### src/rtl/tomasulo_pkg.sv
// Shared Tomasulo constants: widths, station tag map and the CDB bundle.
package tomasulo_pkg;

    localparam int unsigned NREQ   = 3;
    localparam int unsigned IDX_W  = (NREQ > 1) ? $clog2(NREQ) : 1;
    localparam int unsigned DATA_W = 16;
    localparam int unsigned TAG_W  = 3;

    // Tag 0 means "no producer" in Qj/Qk and the register status table.
    localparam logic [TAG_W-1:0] TAG_NONE = TAG_W'(0);

    // Station tag assignments.
    localparam logic [TAG_W-1:0] TAG_ADD0  = TAG_W'(1);
    localparam logic [TAG_W-1:0] TAG_ADD1  = TAG_W'(2);
    localparam logic [TAG_W-1:0] TAG_ADD2  = TAG_W'(3);
    localparam logic [TAG_W-1:0] TAG_MUL0  = TAG_W'(4);
    localparam logic [TAG_W-1:0] TAG_MUL1  = TAG_W'(5);
    localparam logic [TAG_W-1:0] TAG_LOAD0 = TAG_W'(6);
    localparam logic [TAG_W-1:0] TAG_LOAD1 = TAG_W'(7);

    // Requester index on the CDB arbiter.
    localparam int unsigned UNIT_ADD  = 0;
    localparam int unsigned UNIT_MUL  = 1;
    localparam int unsigned UNIT_LOAD = 2;

    // Broadcast bundle snooped by reservation stations and the register status table.
    typedef struct packed {
        logic              valid;
        logic [TAG_W-1:0]  tag;
        logic [DATA_W-1:0] data;
    } cdb_t;

endpackage

### src/rtl/rr_pick.sv
// Combinational round-robin picker: first set request at or after ptr, wrapping.
module rr_pick #(
    parameter int unsigned N  = 3,
    parameter int unsigned IW = (N > 1) ? $clog2(N) : 1
) (
    input  logic [N-1:0]  req,
    input  logic [IW-1:0] ptr,
    output logic [N-1:0]  grant,
    output logic [IW-1:0] idx,
    output logic          any
);

    int unsigned j;

    // Scan from ptr upward modulo N; the first hit wins.
    always_comb begin
        grant = '0;
        idx   = '0;
        any   = 1'b0;
        j     = 0;
        for (int unsigned k = 0; k < N; k++) begin
            j = (32'(ptr) + k) % N;
            if (!any && req[IW'(j)]) begin
                any            = 1'b1;
                idx            = IW'(j);
                grant[IW'(j)]  = 1'b1;
            end
        end
    end

endmodule

### src/rtl/cdb_arbiter.sv
// Common data bus arbiter: round-robin grant among functional units,
// registered one-cycle broadcast, sticky requester protocol checker.
module cdb_arbiter
    import tomasulo_pkg::*;
(
    input  logic                   Clock,
    input  logic                   Resetn,
    input  logic [NREQ-1:0]        req_valid,
    input  logic [NREQ*TAG_W-1:0]  req_tag,
    input  logic [NREQ*DATA_W-1:0] req_data,
    output logic [NREQ-1:0]        req_ready,
    input  logic                   cdb_hold,
    output logic                   cdb_valid,
    output logic [TAG_W-1:0]       cdb_tag,
    output logic [DATA_W-1:0]      cdb_data,
    output logic                   proto_err
);

    cdb_t                   cdb_q;
    logic [IDX_W-1:0]       rr_ptr;
    logic [NREQ-1:0]        pick_grant;
    logic [IDX_W-1:0]       pick_idx;
    logic                   pick_any;
    logic                   xfer_c;
    logic [TAG_W-1:0]       sel_tag;
    logic [DATA_W-1:0]      sel_data;
    logic [IDX_W-1:0]       ptr_next;
    logic [NREQ-1:0]        pend_q;
    logic [NREQ*TAG_W-1:0]  tag_q;
    logic [NREQ*DATA_W-1:0] data_q;
    logic                   err_c;
    logic                   err_q;

    rr_pick #(
        .N  (NREQ),
        .IW (IDX_W)
    ) u_pick (
        .req   (req_valid),
        .ptr   (rr_ptr),
        .grant (pick_grant),
        .idx   (pick_idx),
        .any   (pick_any)
    );

    // Grant is suppressed by hold and while reset is asserted.
    assign req_ready = (Resetn && !cdb_hold) ? pick_grant : '0;
    assign xfer_c    = pick_any && !cdb_hold;

    // Mux the winning unit's payload and compute the pointer after it.
    always_comb begin
        sel_tag  = req_tag[32'(pick_idx)*TAG_W +: TAG_W];
        sel_data = req_data[32'(pick_idx)*DATA_W +: DATA_W];
        ptr_next = (pick_idx == IDX_W'(NREQ-1)) ? '0 : pick_idx + 1'b1;
    end

    // A request left pending last edge must still be valid with the same payload;
    // a valid request must never carry the "no producer" tag.
    always_comb begin
        err_c = 1'b0;
        for (int unsigned i = 0; i < NREQ; i++) begin
            if (pend_q[i] &&
                (!req_valid[i] ||
                 req_tag[i*TAG_W +: TAG_W]   != tag_q[i*TAG_W +: TAG_W] ||
                 req_data[i*DATA_W +: DATA_W] != data_q[i*DATA_W +: DATA_W])) begin
                err_c = 1'b1;
            end
            if (req_valid[i] && req_tag[i*TAG_W +: TAG_W] == TAG_NONE) begin
                err_c = 1'b1;
            end
        end
    end

    // Broadcast register and round-robin pointer; valid lasts one cycle per transfer.
    always_ff @(posedge Clock or negedge Resetn) begin
        if (!Resetn) begin
            cdb_q  <= '0;
            rr_ptr <= '0;
        end else if (xfer_c) begin
            cdb_q.valid <= 1'b1;
            cdb_q.tag   <= sel_tag;
            cdb_q.data  <= sel_data;
            rr_ptr      <= ptr_next;
        end else begin
            cdb_q.valid <= 1'b0;
        end
    end

    // Snapshot of still-waiting requests and their payload, plus sticky error.
    always_ff @(posedge Clock or negedge Resetn) begin
        if (!Resetn) begin
            pend_q <= '0;
            tag_q  <= '0;
            data_q <= '0;
            err_q  <= 1'b0;
        end else begin
            pend_q <= req_valid & ~req_ready;
            tag_q  <= req_tag;
            data_q <= req_data;
            err_q  <= err_q | err_c;
        end
    end

    assign cdb_valid = cdb_q.valid;
    assign cdb_tag   = cdb_q.tag;
    assign cdb_data  = cdb_q.data;
    assign proto_err = err_q;

endmodule

### config.mk
export PLATFORM = sky130hd
export DESIGN_NAME = cdb_arbiter
export DESIGN_NICKNAME = d
export VERILOG_FILES = /design/src/rtl/tomasulo_pkg.sv /design/src/rtl/rr_pick.sv /design/src/rtl/cdb_arbiter.sv
export SDC_FILE = /design/constraint.sdc
export NUM_CORES = 1
export LEC_CHECK = 0
export ABC_AREA = 0
export CORE_UTILIZATION = 54
export DETAILED_ROUTE_END_ITERATION = 16
export PLACE_DENSITY = 0.85
export SETUP_SLACK_MARGIN = 0.02
export SLEW_MARGIN = 20
export SYNTH_ARGS = -nofsm -noshare
export SYNTH_HDL_FRONTEND = slang
export SYNTH_SLANG_ARGS = --single-unit
### constraint.sdc
create_clock -name Clock -period 3.7 [get_ports Clock]
set_input_delay 0.74 -clock Clock [delete_from_list [all_inputs] [get_ports Clock]]
set_output_delay 0.74 -clock Clock [all_outputs]
set_load 0.005 [all_outputs]
==> results of run 1 <==
## sequential cells by signal (all words and copies together) (netlist names)
register	cells
tag_q	9
cdb_valid	1
proto_err	1
pend_q	3
data_q	48
cdb_data	16
cdb_tag	3
rr_ptr	2
## worst paths after layout
kind | cells after the start | from | to | slack (ps)
worst max-delay path | 6 | req_valid[2] | req_ready[0] | 210
worst min-delay path | 2 | Resetn | data_q[27] | 430
worst max register to register | 7 | rr_ptr[1] | cdb_data[11] | 1140
worst min register to register | 2 | pend_q[1] | proto_err | 520
max in group asynchronous | 3 | Resetn | tag_q[0] | 2290
min in group Clock | 2 | pend_q[1] | proto_err | 520
## cells in the mapped netlist, types with 2 or more instances
master,instances
nand2_1,5
o21a_1,2
ha_1,4
nor4bb_1,3
dfrtp_1,83
nor4b_1,2
buf_2,8
xor2_1,36
nand2b_1,3
nand3_1,24
inv_1,4
xnor2_1,21
buf_4,3
a22oi_2,2
nor2_1,25
a22oi_1,19
o31ai_1,3
nand4_1,9
o21ai_0,7
nor4_1,11
a31oi_1,20
clkbuf_1,3
## placed cells by master (no fill, tap or decap), drive strengths merged, types with 2 or more instances in the layout
| cell | netlist | layout |
|---|---|---|
| clkdlybuf4s50 | 0 | 84 |
| dfrtp | 83 | 83 |
| xor2 | 36 | 36 |
| nor2 | 25 | 25 |
| nand3 | 24 | 24 |
| xnor2 | 21 | 21 |
| a22oi | 21 | 21 |
| a31oi | 20 | 20 |
| clkbuf | 3 | 12 |
| nor4 | 11 | 11 |
| nand4 | 9 | 9 |
| buf | 14 | 8 |
| o21ai | 7 | 7 |
| nand2 | 5 | 5 |
| inv | 5 | 5 |
| ha | 4 | 4 |
| nand2b | 3 | 3 |
| nor4bb | 3 | 3 |
| o31ai | 3 | 3 |
| o21a | 2 | 2 |
| nor4b | 2 | 2 |
| clkinvlp | 0 | 2 |
| o221ai | 2 | 2 |
| maj3 | 2 | 2 |
| and2 | 2 | 2 |
## per-layer routing
| metal | wire, um | up-vias | part of all wire | GRT usage |
|---|---|---|---|---|
| li1 | - | 1335 | - | - |
| met1 | 4040 | 1461 | 0.43 | 0.372 |
| met2 | 4430 | 138 | 0.48 | 0.444 |
| met3 | 615 | 20 | 0.066 | 0.0720 |
| met4 | 216 | 0 | 0.023 | 0.0833 |
| met5 | 0 | - | 0 | 0 |
## cell type report
cell class,count,area (um^2),area share
multi-input cells,216,1540,0.318
flip-flops and latches,83,2080,0.429
clock buffers,12,145,0.0300
inverters,5,18.8,0.00388
well taps,77,96.3,0.0199
repair buffers,93,913,0.189
clock inverters,4,50.0,0.0103
## critical path, stage by stage
cell and delay [ps]:
clkdlybuf4s50_1 660, nor4bb_1 310, o21ai_0 140, a21boi_0 220
o21ba_2 190, clkdlybuf4s50_1 500
## timing repair
action                     CTS  global route
hold buffers                 0             0
hold endpoints to repair     0             0
setup endpoints to repair    0             1
resized for setup            0             2
## metrics by stage
stage	instance area [um^2]	worst slack (ps)	instances	hold slack (ps)
floorplan	3740	1270	321	442
global placement	4640	295	474	481
detailed placement	4640	243	474	492
CTS	4840	223	490	433
global route	4840	31.1	490	432
finish	4840	207	490	432
## power breakdown
group | internal, mW | switching [mW]
clock network | 0.330 | 0.305
registers | 1.06 | 0.0900
logic | 0.588 | 0.659
## cell families after synthesis
kind of cell / Yosys count / share of synthesized area
AND/OR/NAND/NOR: 89 / 0.128
flip-flops: 83 / 0.555
AO/OA/AOI/OAI: 62 / 0.125
XOR/XNOR: 57 / 0.133
buffers and inverters: 22 / 0.0341
adder cells (fa/ha/maj): 6 / 0.0191
multiplexers: 2 / 0.00568
==> summary.md, run 1 <==
| Metric | Value |
|---|---|
| Die width | 85.3 um |
| CTS HTree Levels | 3 |
| Initial antenna violation count | 0 |
| FF+latch count, synth | 83 |
| Drt first pass iters | 5 |
| Async S/R FF share, synth | 1.00 |
| Overall Power | just over 3 mW |
| Top cell type's share of synthesized area | 0.555 |
| Max_slew headroom | 0.517 |
| Worst vdd ir | roughly 400 uV |
| Clock-pin slew of the registers on the worst-case setup and hold paths | 80 ps |
| Longest Clk Path Bufs | 2 |
| Actual slew at the worst max-slew pin | around 720 ps |
| Total CTS buffers | 9 |
| Via density | roughly 6 |
| Die footprint | 0.00727 mm^2 |
| Antenna Nets Post-Route | 0 |
| Largest net degree at the start of global routing | 55 |
| EDFF count, synth | 0 |
| Worst Hold Class | primary input to async pin |
| DRC Markers | 0 |
| Slew Viols, Final | 0 |
| Setup Total Neg Slack | 0 ps |
| CTS tree | done |
| Final HPWL DP | between 6 and 7 mm |
| Data required, critical path | around 3000 ps |
| Via count | roughly 3.0k |
| Routed WL | around 9.3 mm |
| GRT Residual Overflow | 0 |
| Post-synthesis cell area | ~0.0037 mm^2 |
| Setup bufs post-CTS | 0 |
| Initial Utilization | 0.573 |
| Die Y | ~85 um |
| Final setup fails | 0 |
| P&R area growth vs syn | 29.3% |
| Number of unique standard cell types used by synthesis | 46 |
| GRT Total Usage | 0.276 |
| Max Cap Viol | 0 |
| Final Wtd Congestion | 0.844 |
| Worst Path Arrival | approximately 2800 ps |
| Outcome | complete, no violations |
| Global-route wire length before repair | approximately 15 mm |
| # nets final | 475 |
| Sequential share of the synthesized area | 0.555 |
| Core area | 0.00653 mm^2 |
| Predominant post-synthesis flop cell | dfrtp_1 |
| Port buffer count | 86 |
| Initial DRC Count | 257 |
| Layout cells sized above 1 | 0.0799 |
| Syn nets | between 300 and 400 |
| Fin crit share | 0.944 |
| Clock sink count | a little over 80 |
| Synthesis Warnings | 0 |
| Row cnt | 29 |
| Crit path max fanout | 10 |
| CP Launch Type | primary input |
| Setup CP Type | primary input to primary output |
| Area leader, netlist | dfrtp_1 |
| # fillers | between 400 and 500 |
| Power Density | between 600 and 700 mW/mm^2 |
| Antenna cell count | 0 |
| RSZ-0062 raised after global routing | false |
| Clock skew | approximately 4.1 ps |
| Gate Count Post-Synth | 321 |
| Clock root cell | clkbuf_8 |
| Syn Area/Cell | between 10 and 15 um^2 |
| Avg WL per Cell | 19.0 um |
| Final core utilization | 0.741 |
| Vias in the first global route | roughly 3.0k |
| Clk Latency, worst-skew pair | about 340 ps |
| Cells taking the most area after synthesis | dfrtp_1, xor2_1, xnor2_1 |
| Leak | around 1.9 nW |
| Tmin final | between 3000 and 4000 ps |
| CP Capture Type | primary output |
| Final hold violation count | 0 |
| Max Freq | 286 MHz |
| IO Pins | 87 |
Note: power is estimated with default switching activity, not from simulation.
==> run 2, diff against run 1 <==
CORE_UTILIZATION = 41   (was 54)
PLACE_DENSITY = 0.68   (was 0.85)
==> summary.md, run 2 (synthesis gave the netlist of run 1 again) <==
| Metric | Value |
|---|---|
| Hold buffers post-CTS | 0 |
| Largest register FFs | between 40 and 50 |
| Setup bufs post-CTS | 0 |
| Worst vdd ir | between 200 and 250 uV |
| Most frequent cells in the layout | clkdlybuf4s50_1, dfrtp_1, xor2_1 |
| Die width | about 98 um |
| Initial Utilization | 0.427 |
| CP Capture Type | primary output |
| Post-placement worst setup slack | ~180 ps |
| Placed cell areas | 0.00469 mm^2 |
| DRC Markers | 0 |
| Max_slew headroom | 0.506 |
| Reg2reg end | cdb_data[14] |
| Slew Viols, Final | 0 |
| Leak | 1.95 nW |
| Total CTS buffers | 9 |
| Clock-pin slew of the registers on the worst-case setup and hold paths | ~90 ps |
| Global-route wire length before repair | approximately 15 mm |
| Setup Total Neg Slack | 0 ps |
| Crit path max fanout | 8 |
| GRT Residual Overflow | 0 |
| Worst Hold Class | primary input to async pin |
| Clock skew | 6.54 ps |
| Die Y | roughly 100 um |
| RSZ-0062 raised after global routing | false |
| Row cnt | 34 |
| PostCTS Resize Cnt | 0 |
| Fin crit share | 0.965 |
| Max Freq | about 280 MHz |
| Cells after DPL | around 500 |
| Via density | about 5.4 |
| Antenna Nets Post-Route | 0 |
| Final setup fails | 0 |
| Initial DRC Count | between 200 and 250 |
| Clock sink count | 83 |
| Post-Layout Cell Count | 520 |
| Final Wtd Congestion | a little over 0.8 |
| Drt first pass iters | 4 |
| Outcome | complete, no violations |
| Final hold violation count | 0 |
| Initial antenna violation count | 0 |
| IO Pins | 87 |
| Die footprint | roughly 0.0095 mm^2 |
| Final core utilization | 0.558 |
| Power Density | 625 mW/mm^2 |
| Routed WL | approximately 9.3 mm |
| CTS HTree Levels | 3 |
| Longest Clk Path Bufs | 2 |
| Via count | 2,791 |
| Vias in the first global route | roughly 2.8k |
| Port buffer count | 86 |
| # nets final | between 400 and 500 |
| Leading cell type in the layout, fill and taps excluded | clkdlybuf4s50_1 |
| Largest net degree at the start of global routing | 55 |
| Antenna cell count | 0 |
| Max Cap Viol | 0 |
| Reg-to-Reg Start | rr_ptr[0] |
| P&R area growth vs syn | 30.6% |
| Tmin final | approximately 3600 ps |
| Clk Latency, worst-skew pair | ~350 ps |
| Worst Path Arrival | about 2800 ps |
| Final Cell Area | slightly below 0.005 mm^2 |
| Actual slew at the worst max-slew pin | approximately 740 ps |
| Flop2flop setup slack | 1050 ps |
| CP Launch Type | primary input |
| Clock root cell | clkbuf_8 |
| Avg WL per Cell | 18.0 um |
| CTS tree | done |
| Layout cells sized above 1 | 0.0801 |
| GRT Total Usage | 0.207 |
| Register name with the most flops | data_q |
| Core area | around 0.0088 mm^2 |
| Reg2reg path depth | 7 |
| Setup CP Type | primary input to primary output |
| Final HPWL DP | about 7.0 mm |
| Post-route setup slack | 131 ps |
| Data required, critical path | between 2000 and 3000 ps |
==> run 2: cell count changes in the layout (fill, tap and decap cells not counted) <==
cell / delta
buf_4: -2
clkbuf_1: -2
clkinv_4: +2
buf_12: +1
clkdlybuf4s50_1: +1
clkinv_2: +1
clkinvlp_4: -1
dlymetal6s2s_1: -1
ha_1: +1
ha_2: -1
==> run 2: worst max-delay path by stage <==
| stage | slack [ps] | end | cells past startpoint | start |
|---|---|---|---|---|
| CTS | 170 | req_ready[0] | 7 | req_valid[2] |
| finish | 130 | req_ready[0] | 7 | req_valid[2] |
| detailed placement | 180 | req_ready[0] | 7 | req_valid[2] |
| global route | 40 | req_ready[0] | 7 | req_valid[2] |
| floorplan | 1270 | req_ready[0] | 6 | rr_ptr[1] |
| global placement | 250 | req_ready[0] | 7 | req_valid[2] |
==> run 2: report_power, final <==
group          switching [mW]  leakage [nW]  internal [mW]  total (mW)
Clock                   0.328         0.102          0.330       0.658
Sequential             0.0899         0.958           1.06        1.15
Combinational           0.651         0.889          0.593        1.24
==> run 2: cell type report <==
cell class              instances  area (um^2)
fillers                       756         3870
flip-flops and latches         83         2080
clock inverters                 6         65.1
inverters                       5         18.8
well taps                     108          135
repair buffers                 92          916
clock buffers                  10          138
multi-input cells             216         1540
==> run 2: metal layers <==
layer,wire [um],track usage,vias up,part of all wire
met5,0,0,-,0
met4,131,0.0656,0,0.014
met3,406,0.0367,11,0.043
met2,4360,0.310,85,0.47
met1,4440,0.306,1365,0.48
li1,-,-,1330,-
==> run 2: per-stage QoR <==
| stage | hold WS, ps | total power [mW] |
|---|---|---|
| 2_1_floorplan | 442 | 1.92 |
| 3_3_place_gp | 486 | 2.39 |
| 3_5_place_dp | 479 | 2.42 |
| 4_1_cts | 444 | 3.07 |
| 5_1_grt | 449 | 3.26 |
| 6_report | 442 | 3.06 |
==> run 2: worst max-delay path, cell delays in order <==
cell and delay [ps]:
clkdlybuf4s50_1 550, buf_4 240, nor2_1 210, nand4_1 150, a21boi_0 260, o21ba_2 190
clkdlybuf4s50_1 490
